## src/rtl/pia_pkg.sv

```systemverilog
// Shared definitions for the pia_multi peripheral adapter: control-register bit
// positions, C2 output modes, register-select decode and the edge-match helper.
package pia_pkg;

   localparam int CR_C1_EN    = 0;
   localparam int CR_C1_EDGE  = 1;
   localparam int CR_DATA_SEL = 2;
   localparam int CR_C2_EN    = 3;
   localparam int CR_C2_EDGE  = 4;
   localparam int CR_C2_OUT   = 5;
   localparam int CR_IRQ2     = 6;
   localparam int CR_IRQ1     = 7;

   localparam logic RS_DATA = 1'b0;
   localparam logic RS_CTRL = 1'b1;

   typedef enum logic [1:0] {
      C2_HANDSHAKE = 2'b00,
      C2_PULSE     = 2'b01,
      C2_LOW       = 2'b10,
      C2_HIGH      = 2'b11
   } c2_mode_e;

   function automatic logic edge_hit(input logic cur, input logic prev, input logic rise);
      return rise ? (cur & ~prev) : (~cur & prev);
   endfunction

endpackage

```

## src/rtl/pia_if.sv

```systemverilog
// CPU-side bus of pia_multi: chip select, address, direction, write data and
// registered read data.
interface pia_bus_if #(
   parameter int WIDTH = 8,
   parameter int AW    = 2
);
   logic             cs;
   logic [AW-1:0]    addr;
   logic             rw;
   logic [WIDTH-1:0] DI;
   logic [WIDTH-1:0] DO;

   modport master (output cs, addr, rw, DI, input DO);
   modport slave  (input cs, addr, rw, DI, output DO);
endinterface

```

## src/rtl/pia_port.sv

```systemverilog
// One pia_multi channel: DDR, output register, control register, input
// synchroniser (two stages when PIA_SYNC_EN is defined), edge detect and C2 FSM.
module pia_port
   import pia_pkg::*;
#(
   parameter int WIDTH  = 8,
   parameter int IS_ODD = 0
) (
   input  logic             clk,
   input  logic             rst,
   input  logic             sel,
   input  logic             rw,
   input  logic             rs,
   input  logic [WIDTH-1:0] di,
   input  logic [WIDTH-1:0] pi,
   input  logic             c1,
   input  logic             c2i,
   output logic [WIDTH-1:0] rd_data,
   output logic [WIDTH-1:0] po,
   output logic [WIDTH-1:0] po_oe,
   output logic             c2o,
   output logic             c2_oe,
   output logic             irq_n
);

   localparam logic [1:0] ST_IDLE    = 2'd0;
   localparam logic [1:0] ST_HS_WAIT = 2'd1;
   localparam logic [1:0] ST_PULSE   = 2'd2;
   localparam int         SW         = WIDTH + 2;

   logic [WIDTH-1:0] ddr_q, ddr_d, or_q, or_d;
   logic [7:0]       cr_q, cr_d;
   logic [SW-1:0]    sync_q, sync_d;
   logic [1:0]       prev_q, prev_d;
   logic             c1_det_q, c1_det_d;
   logic [1:0]       st_q, st_d;
   logic             c2o_q, c2o_d;

   logic [WIDTH-1:0] pin_s;
   logic             c1_s, c2_s, c1_hit_s, c2_hit_s;
   logic             wr_s, rd_s, data_sel_s, strobe_s;

`ifdef PIA_SYNC_EN
   logic [SW-1:0] meta_q, meta_d;
   assign meta_d = {c2i, c1, pi};
   assign sync_d = meta_q;
`else
   assign sync_d = {c2i, c1, pi};
`endif

   assign pin_s      = sync_q[WIDTH-1:0];
   assign c1_s       = sync_q[WIDTH];
   assign c2_s       = sync_q[WIDTH+1];
   assign prev_d     = {c2_s, c1_s};
   assign c1_hit_s   = edge_hit(c1_s, prev_q[0], cr_q[CR_C1_EDGE]);
   assign c2_hit_s   = ~cr_q[CR_C2_OUT] & edge_hit(c2_s, prev_q[1], cr_q[CR_C2_EDGE]);
   assign c1_det_d   = c1_hit_s;
   assign wr_s       = sel & ~rw;
   assign rd_s       = sel & rw;
   assign data_sel_s = (rs == RS_DATA) & cr_q[CR_DATA_SEL];
   assign strobe_s   = data_sel_s & ((IS_ODD != 0) ? wr_s : rd_s);

   // register writes; flag set takes priority over clear-by-read
   always_comb begin
      ddr_d = ddr_q;
      or_d  = or_q;
      cr_d  = cr_q;
      if (wr_s) begin
         if (rs == RS_CTRL) begin
            cr_d[5:0] = di[5:0];
         end else if (cr_q[CR_DATA_SEL]) begin
            or_d = di;
         end else begin
            ddr_d = di;
         end
      end else begin
         ddr_d = ddr_q;
      end
      cr_d[CR_IRQ1] = c1_hit_s | (cr_q[CR_IRQ1] & ~(rd_s & data_sel_s));
      cr_d[CR_IRQ2] = c2_hit_s | (cr_q[CR_IRQ2] & ~(rd_s & data_sel_s));
   end

   // read value presented to the top-level DO mux
   always_comb begin
      rd_data = '0;
      if (rs == RS_CTRL) begin
         rd_data[7:0] = cr_q;
      end else if (cr_q[CR_DATA_SEL]) begin
         rd_data = (ddr_q & or_q) | (~ddr_q & pin_s);
      end else begin
         rd_data = ddr_q;
      end
   end

   // C2 output: handshake waits for C1, pulse lasts one cycle, static follows CR[3]
   always_comb begin
      st_d  = st_q;
      c2o_d = 1'b1;
      if (!cr_q[CR_C2_OUT]) begin
         st_d  = ST_IDLE;
         c2o_d = 1'b1;
      end else begin
         case (c2_mode_e'(cr_q[CR_C2_EDGE:CR_C2_EN]))
            C2_HANDSHAKE: begin
               case (st_q)
                  ST_IDLE: begin
                     if (strobe_s) begin
                        st_d  = ST_HS_WAIT;
                        c2o_d = 1'b0;
                     end else begin
                        st_d  = ST_IDLE;
                        c2o_d = 1'b1;
                     end
                  end
                  ST_HS_WAIT: begin
                     if (c1_det_q) begin
                        st_d  = ST_IDLE;
                        c2o_d = 1'b1;
                     end else begin
                        st_d  = ST_HS_WAIT;
                        c2o_d = 1'b0;
                     end
                  end
                  default: begin
                     st_d  = ST_IDLE;
                     c2o_d = 1'b1;
                  end
               endcase
            end
            C2_PULSE: begin
               if (strobe_s) begin
                  st_d  = ST_PULSE;
                  c2o_d = 1'b0;
               end else begin
                  st_d  = ST_IDLE;
                  c2o_d = 1'b1;
               end
            end
            C2_LOW: begin
               st_d  = ST_IDLE;
               c2o_d = 1'b0;
            end
            C2_HIGH: begin
               st_d  = ST_IDLE;
               c2o_d = 1'b1;
            end
            default: begin
               st_d  = ST_IDLE;
               c2o_d = 1'b1;
            end
         endcase
      end
   end

   // channel state; input stages reset to the idle-high level
   always_ff @(posedge clk or posedge rst) begin
      if (rst) begin
         ddr_q    <= '0;
         or_q     <= '0;
         cr_q     <= 8'h00;
         sync_q   <= '1;
`ifdef PIA_SYNC_EN
         meta_q   <= '1;
`endif
         prev_q   <= 2'b11;
         c1_det_q <= 1'b0;
         st_q     <= ST_IDLE;
         c2o_q    <= 1'b1;
      end else begin
         ddr_q    <= ddr_d;
         or_q     <= or_d;
         cr_q     <= cr_d;
         sync_q   <= sync_d;
`ifdef PIA_SYNC_EN
         meta_q   <= meta_d;
`endif
         prev_q   <= prev_d;
         c1_det_q <= c1_det_d;
         st_q     <= st_d;
         c2o_q    <= c2o_d;
      end
   end

   assign po    = or_q;
   assign po_oe = ddr_q;
   assign c2o   = c2o_q;
   assign c2_oe = cr_q[CR_C2_OUT];
   assign irq_n = ~((cr_q[CR_IRQ1] & cr_q[CR_C1_EN]) |
                    (cr_q[CR_IRQ2] & cr_q[CR_C2_EN] & ~cr_q[CR_C2_OUT]));

endmodule

```

## src/rtl/pia_multi.sv

```systemverilog
// Multi-channel PIA: address decode, NPORTS pia_port instances and registered
// read-data mux. Define PIA_SYNC_EN for two-flop input synchronisers.
module pia_multi
   import pia_pkg::*;
#(
   parameter int NPORTS = 2,
   parameter int WIDTH  = 8,
   parameter int AW     = (($clog2(NPORTS) + 1) < 2) ? 2 : ($clog2(NPORTS) + 1)
) (
   input  logic                    enable,
   input  logic                    reset,
   pia_bus_if.slave                bus,
   input  logic [NPORTS*WIDTH-1:0] PI,
   output logic [NPORTS*WIDTH-1:0] PO,
   output logic [NPORTS*WIDTH-1:0] PO_OE,
   input  logic [NPORTS-1:0]       C1,
   input  logic [NPORTS-1:0]       C2I,
   output logic [NPORTS-1:0]       C2O,
   output logic [NPORTS-1:0]       C2_OE,
   output logic [NPORTS-1:0]       irq_n
);

   logic                          rs_s;
   logic [AW-2:0]                 ch_s;
   logic [NPORTS-1:0]             sel_s;
   logic [NPORTS-1:0][WIDTH-1:0]  port_rd_s;
   logic [WIDTH-1:0]              rd_sel_s;
   logic [WIDTH-1:0]              do_q, do_d;

   assign rs_s = bus.addr[0];
   assign ch_s = bus.addr[AW-1:1];

   for (genvar n = 0; n < NPORTS; n++) begin : g_port
      assign sel_s[n] = bus.cs & (int'(ch_s) == n);

      pia_port #(
         .WIDTH  (WIDTH),
         .IS_ODD (n % 2)
      ) u_port (
         .clk     (enable),
         .rst     (reset),
         .sel     (sel_s[n]),
         .rw      (bus.rw),
         .rs      (rs_s),
         .di      (bus.DI),
         .pi      (PI[n*WIDTH +: WIDTH]),
         .c1      (C1[n]),
         .c2i     (C2I[n]),
         .rd_data (port_rd_s[n]),
         .po      (PO[n*WIDTH +: WIDTH]),
         .po_oe   (PO_OE[n*WIDTH +: WIDTH]),
         .c2o     (C2O[n]),
         .c2_oe   (C2_OE[n]),
         .irq_n   (irq_n[n])
      );
   end

   // read mux; channels without a port read as zero
   always_comb begin
      rd_sel_s = '0;
      for (int n = 0; n < NPORTS; n++) begin
         if (int'(ch_s) == n) begin
            rd_sel_s = port_rd_s[n];
         end else begin
            rd_sel_s = rd_sel_s;
         end
      end
      if (bus.cs & bus.rw) begin
         do_d = rd_sel_s;
      end else begin
         do_d = do_q;
      end
   end

   // read data holds until the next read
   always_ff @(posedge enable or posedge reset) begin
      if (reset) begin
         do_q <= '0;
      end else begin
         do_q <= do_d;
      end
   end

   assign bus.DO = do_q;

endmodule

```

## src/flat_wrapper.sv

```systemverilog
// flat-port wrapper written by rule: the top's interface ports become plain ports
module pia_multi_flat import pia_pkg::*;
#(
   parameter int NPORTS = 2,
   parameter int WIDTH  = 8,
   parameter int AW     = (($clog2(NPORTS) + 1) < 2) ? 2 : ($clog2(NPORTS) + 1)
)
  (enable, reset, PI, PO, PO_OE, C1, C2I, C2O, C2_OE, irq_n, bus_cs, bus_addr, bus_rw, bus_DI, bus_DO);
  pia_bus_if #(.WIDTH(WIDTH), .AW(AW)) bus_i ();
  input  logic enable;
  input  logic reset;
  input  logic [NPORTS*WIDTH-1:0] PI;
  output logic [NPORTS*WIDTH-1:0] PO;
  output logic [NPORTS*WIDTH-1:0] PO_OE;
  input  logic [NPORTS-1:0] C1;
  input  logic [NPORTS-1:0] C2I;
  output logic [NPORTS-1:0] C2O;
  output logic [NPORTS-1:0] C2_OE;
  output logic [NPORTS-1:0] irq_n;
  input wire logic [$bits(bus_i.cs)-1:0] bus_cs;
  input wire logic [$bits(bus_i.addr)-1:0] bus_addr;
  input wire logic [$bits(bus_i.rw)-1:0] bus_rw;
  input wire logic [$bits(bus_i.DI)-1:0] bus_DI;
  output wire logic [$bits(bus_i.DO)-1:0] bus_DO;
  assign bus_i.cs = bus_cs;
  assign bus_i.addr = bus_addr;
  assign bus_i.rw = bus_rw;
  assign bus_i.DI = bus_DI;
  assign bus_DO = bus_i.DO;
  pia_multi #(.NPORTS(NPORTS), .WIDTH(WIDTH), .AW(AW)) u_core (.enable(enable), .reset(reset), .bus(bus_i), .PI(PI), .PO(PO), .PO_OE(PO_OE), .C1(C1), .C2I(C2I), .C2O(C2O), .C2_OE(C2_OE), .irq_n(irq_n));
endmodule
```

## config.mk

```make
export PLATFORM = sky130hd
export DESIGN_NAME = pia_multi_flat
export DESIGN_NICKNAME = d
export VERILOG_FILES = /design/src/rtl/pia_pkg.sv /design/src/rtl/pia_if.sv /design/src/rtl/pia_port.sv /design/src/rtl/pia_multi.sv /design/src/flat_wrapper.sv
export SDC_FILE = /design/constraint.sdc
export NUM_CORES = 1
export LEC_CHECK = 0
export CORE_ASPECT_RATIO = 0.7
export CORE_MARGIN = 1.5
export CORE_UTILIZATION = 45
export CTS_CLUSTER_DIAMETER = 40
export DETAILED_ROUTE_END_ITERATION = 12
export PLACE_DENSITY = 0.86
export SETUP_SLACK_MARGIN = 0.1
export SLEW_MARGIN = 0
export SYNTH_ARGS = -nofsm -noshare
export SYNTH_HDL_FRONTEND = slang
export SYNTH_SLANG_ARGS = --single-unit
```

## constraint.sdc

```tcl
create_clock -name enable -period 2.64 [get_ports enable]
set_input_delay 0.396 -clock enable [delete_from_list [all_inputs] [get_ports enable]]
set_output_delay 0.396 -clock enable [all_outputs]
set_load 0.05 [all_outputs]
```

---- Word level (Yosys, flattened, before mapping) ----
Cells that the tools add are included.
W data, S select, Z words.
word-level totals
  bits in registers ....................... 88
  input bits .............................. 34
  output and inout bits ................... 46
operators by class
  eq/ne operators ......................... 8
  multiplexer cells ....................... 31
  bitwise operators ....................... 65
  reduce and logical (&&, ||, !) cells .... 12
operators by type and width
  kind                  count
  $mux W8               5
  $and A1 B1 Y1         32
  $and A8 B8 Y8         4
  $not A1 Y1            19
  $not A8 Y8            2
  $or A8 B8 Y8          2
  $mux W1               14
  $pmux W2 S3           2
  $reduce_and A3 Y1     4
  $eq A2 B1 Y1 const B  4
  $eq A2 B2 Y1 const B  4
  $logic_not A2 Y1      4
  $mux W2               4
  $pmux W1 S4           2
  $pmux W2 S2           2
  $or A1 B1 Y1          6
  $pmux W1 S2           2
  $reduce_and A2 Y1     2
  $reduce_or A2 Y1      2

---- Longest topological paths before layout ----
Gate-level depths: netlist of the first run.
  depth in word-level cells ............... 8
  mapped depth ............................ 6
  gate-level depth less buffers ........... 4

---- Hierarchy ----
From an unflattened synthesis of the first run, not the netlist that was laid out.
unflattened totals
  cell total of the unflattened synthesis .. 299
  area, all modules ....................... 3772.4 sq um
by module, submodules not included
  module                              times used  cells each  area an instance (sq um)  sequential area each (sq um)
  pia_port (u_core.g_port[1].u_port)  1           131         1664.1                    1017.2
  pia_port (u_core.g_port[0].u_port)  1           128         1657.8                    1017.2
  pia_multi                           1           40          450.4                     200.2

---- Worst setup path after synthesis of the first run ----
No wires, ideal clock.
  path type ............................... input to register
  from .................................... in bus_addr[1]
  to ...................................... reg u_core.g_port[0].u_port.ddr_q[0]
  library setup time ...................... 125 ps
  arrival ................................. 1334 ps
  data required time ...................... 2515 ps
  path slack .............................. 1181 ps
  stages on the path ...................... 3
  path through ............................ buf_2 nor4_4 mux2_2
between the ends
  word-level cells in the longest chain between the ends .. 4
RTL lines
  element                      line                source
  from (decl)                  flat_wrapper.sv:21  input wire logic [$bits(bus_i.addr)-1:0] bus_addr;
  $not A1 Y1                   -
  $and A1 B1 Y1                pia_multi.sv:34     assign sel_s[n] = bus.cs & (int'(ch_s) == n);
  $and A1 B1 Y1                pia_port.sv:58      assign wr_s = sel & ~rw;
  $reduce_and A3 Y1 (no line)  -
  to (signal assigned)         pia_port.sv:170     ddr_q <= ddr_d;
  to (decl)                    pia_port.sv:31      logic [WIDTH-1:0] ddr_q, ddr_d, or_q, or_d;
No other way between the ends.
A chain may end at the register's enable or synchronous reset.

---- Worst setup path in the final report of the first run ----
  from .................................... reg u_core.g_port[0].u_port.cr_q[5]
  to ...................................... out irq_n[0]
between the ends
  word-level cells in the longest chain between the ends .. 4
RTL lines
  element                 line                source
  from (decl)             pia_port.sv:32      logic [7:0] cr_q, cr_d;
  from (signal assigned)  pia_port.sv:172     cr_q <= cr_d;
  $not A1 Y1              pia_port.sv:189     (cr_q[CR_IRQ2] & cr_q[CR_C2_EN] & ~cr_q[CR_C2_OUT]));
  $and A1 B1 Y1           pia_port.sv:189
  $or A1 B1 Y1            pia_port.sv:188     assign irq_n = ~((cr_q[CR_IRQ1] & cr_q[CR_C1_EN]) |
  $not A1 Y1              pia_port.sv:188
  to (decl)               flat_wrapper.sv:19  output logic [NPORTS-1:0] irq_n;
No other way between the ends.

==> flow_summary.ini, run 1 <==
[clock_network]
cts_buffers = 9
root_buffer = clkbuf_16
cts_sinks = 88
ctsHoldBuffers = 0
clk_pin_slew_ns = 0.07
cts.repair.resized = 0
tritoncts = done
htreeDepth = 3
clk_latency_ns = 0.35
clk_path_buf_depth = 2
cts_setup_buffers = 0

[sta]
setup_tns_ns = 0
fin_skew_ns = 0.00812
setup_viol = 0
finalCritPeriodShare_pct = 89.0
period_minus_slack_ns = 2.35
relSlewSlack_pct = 50.4
finalMaxSlewViolations = 0
max_freq_mhz = 425
worst-slew-pin-transition_ns = 0.743
hold_viol_final = 0
rsz0062_at_grt = false

[layout]
syn2layout_area_growth_pct = 31.8
antennaDiodeCount = 0
multiInputGateArea_um2 = 1260
seq_area_um2 = 2230
nets = 406
fillers = 619
drive_gt1_share_pct = 25.7

[synth]
async_flop_share_pct = 100
synthDistinctLibCells = 37
syn-num-nets = 327
synthMuxAreaShare_pct = 13.2
synth_compound_area_share_pct = 12.4
ys.flop_type = dfrtp_1
syn_area_um2 = 3670
ys_seq_area_share_pct = 60.9
synth-xor-area-share_pct = 0
synthSimpleGateAreaFrac_pct = 8.87
ys_seq_elements = 88
synth_top_family_by_area = multiplexers
synthCells = 293
synth-adder-area-share_pct = 0
synth-edff-count = 0
syn_area_per_cell_um2 = 12.5
yosysWarnings = 0

[power_and_ir_drop]
pwr-share-clk_pct = 24.3
ir_drop_mv = 0.664
intPower_mw = 3.01
p_sw_mw = 2.00
p_per_area_nw_per_um2 = 1040
seqPwrFrac_pct = 39.0
p_sw_share_pct = 40.0
power.leakage_nw = 1.95
p_total_mw = 5.01
p_comb_share_pct = 36.7

[critical_path]
critical_path_class = flip-flop to output port
cp_data_required_time_ns = 2.24
cpMaxStageDelayCell = clkdlybuf4s50_1
crit_fanout = 6
worstSetupStartpointType = flip-flop
cp_cell_sequence = inv_1 > a32oi_1 > clkdlybuf4s50_1
arrival_ns = 1.95
cp-end-kind = output port
slowest_delay_ns = 0.83

[routing]
drt_wl_total_um = 8800
drt_iter0_drc = 288
drcViolationCount = 0
routedWlPerCell_um = 18.4
antenna_left = 0
vias = 2657
via_per_inst = 5.56
dr.pass1.iters = 6

[status]
status = finished clean

[grt]
grt_max_degree = 89
grt_pass1_wl_um = 14400
antenna_found_initial = 0
track_usage_pct = 22.0
grt_pass1_vias = 2734
grt-ovfl-total = 0

[floorplanning]
start_util_pct = 46.6
coreArea_um2 = 7870
die_area_um2 = 8710
dieWidth_um = 111
pin_count = 80
die_h_um = 78.5
std_cell_rows = 27

[place]
globalplace.congestion = 0.818
io_buffers = 79
hpwl_um = 6090

[hold_path]
worst_hold_path_type = flip-flop to flip-flop

[job]
drv_cap = 0
-- critical path, delay by kind of cell (launching register included) --
kind	cells	cell delay [ns]
AO/OA/AOI/OAI	1	0.22
buffers and inverters	2	0.92
flip-flops	1	0.46
-- routing by layer --
layer | track usage [%] | wire (um) | up-vias
li1 | - | - | 1215
met1 | 29.9 | 4140 | 1329
met2 | 32.5 | 3910 | 102
met3 | 8.49 | 642 | 11
met4 | 6.92 | 109 | 0
met5 | 0 | 0 | -
-- registers in the layout, indices dropped and copies added, names as in the netlist --
name                           cells
u_core.g_port.u_port.c1_det_q      2
u_core.g_port.u_port.c2o           2
u_core.g_port.u_port.sync_q       20
u_core.g_port.u_port.cr_q         16
u_core.g_port.u_port.po_oe        16
u_core.bus.DO                      8
u_core.g_port.u_port.prev_q        4
u_core.g_port.u_port.st_q          4
u_core.g_port.u_port.po           16
-- area by class of cell --
cell class | count | share of cell area [%]
flip-flops and latches | 88 | 46.2
multi-input cells | 169 | 26.2
repair buffers | 85 | 17.6
clock buffers | 11 | 5.02
well taps | 101 | 2.62
inverters | 19 | 1.55
clock inverters | 5 | 0.829
-- per-stage QoR --
| stage | hold slack [ns] | std cells | worst slack (ns) | util [%] | instance area [um2] |
|---|---|---|---|---|---|
| after floorplan | 0.358 | 293 | 1.18 | - | 3670 |
| after detailed placement | 0.364 | 462 | 0.327 | 57.8 | 4550 |
| final | 0.373 | 478 | 0.290 | 61.4 | 4830 |
| after CTS | 0.374 | 478 | 0.276 | 61.4 | 4830 |
| after global placement | 0.363 | 462 | 0.453 | 57.8 | 4550 |
| after global routing | 0.383 | 478 | 0.221 | 61.4 | 4830 |
-- cell usage in the layout (no fill, tap or decap), types with 3 or more instances in the layout --
| cell | instances |
|---|---|
| clkdlybuf4s50_1 | 79 |
| dfrtp_1 | 62 |
| mux2_2 | 43 |
| a21oi_1 | 27 |
| dfstp_2 | 26 |
| inv_1 | 18 |
| nand2_1 | 14 |
| nor2_1 | 13 |
| o21ai_0 | 11 |
| a31oi_1 | 9 |
| clkbuf_16 | 9 |
| a222oi_1 | 7 |
| a311oi_1 | 6 |
| nand2b_1 | 5 |
| buf_4 | 5 |
| nand3b_1 | 4 |
| clkinvlp_4 | 4 |
| nor3b_1 | 3 |
| nand3_1 | 3 |
| o31ai_1 | 3 |
-- path summary, 6_finish.rpt --
kind                                                                  start                                     endpoint  slack, ns  cells after the start
worst max-delay path            u_core.g_port[0].u_port.cr_q[5]$_DFFE_PP0P_                                     irq_n[0]       0.29                      3
worst min-delay path            u_core.g_port[1].u_port.sync_q[8]$_DFF_PP1_  u_core.g_port[1].u_port.prev_q[0]$_DFF_PP1_       0.37                      0
worst max register to register  u_core.g_port[0].u_port.cr_q[2]$_DFFE_PP0P_    u_core.g_port[0].u_port.st_q[0]$_DFF_PP0_       0.72                      3
worst min register to register  u_core.g_port[1].u_port.sync_q[8]$_DFF_PP1_  u_core.g_port[1].u_port.prev_q[0]$_DFF_PP1_       0.37                      0
max in group asynchronous                                             reset        u_core.g_port[0].u_port.c2o$_DFF_PP1_       1.75                      3
min in group asynchronous                                             reset    u_core.g_port[1].u_port.po[0]$_DFFE_PP0P_       0.52                      3
-- synth_stat cells, types with 2 or more instances --
library cell / instances / share of area (%)
inv_1: 19 / 1.9
nand2b_1: 5 / 0.85
dfstp_2: 26 / 19
a31oi_1: 9 / 1.5
nor2b_1: 2 / 0.34
nand3b_1: 4 / 0.82
mux2_2: 43 / 13
nor3b_1: 3 / 0.61
o21ai_0: 11 / 1.5
dfrtp_1: 62 / 42
a21oi_1: 27 / 3.7
nand3_1: 3 / 0.41
nor2_1: 13 / 1.3
a222oi_1: 7 / 1.9
a21o_1: 2 / 0.41
nor3_1: 2 / 0.27
buf_4: 6 / 1.2
a311oi_1: 6 / 1.4
nand2_1: 14 / 1.4
clkbuf_1: 3 / 0.31
buf_2: 8 / 1.1
o31ai_1: 3 / 0.61
-- kinds of logic (layout without fill, tap and decap cells) --
family | count (synthesis) | count (layout)
flip-flops | 88 | 88
multiplexers | 43 | 43
buffers and inverters | 36 | 120
AND/OR/NAND/NOR | 55 | 55
AO/OA/AOI/OAI | 71 | 71
-- power by group through the flow --
stage / registers, mW / clock network, mW / logic [mW]
after global routing: 2.00 / 1.31 / 1.93
after CTS: 1.95 / 1.24 / 1.85
final: 1.95 / 1.22 / 1.84
after floorplan: 2.56 / 0 / 0.593
after global placement: 1.95 / 0 / 1.81
after detailed placement: 1.96 / 0 / 1.84
Note: power is estimated with default switching activity, not from simulation.
==> run 2: changes to the inputs <==
ABC_CLOCK_PERIOD_IN_PS = 2640   (was unset)
==> results of run 2 <==
Same layout as run 1: the final DEF is identical, and so are final timing and power.
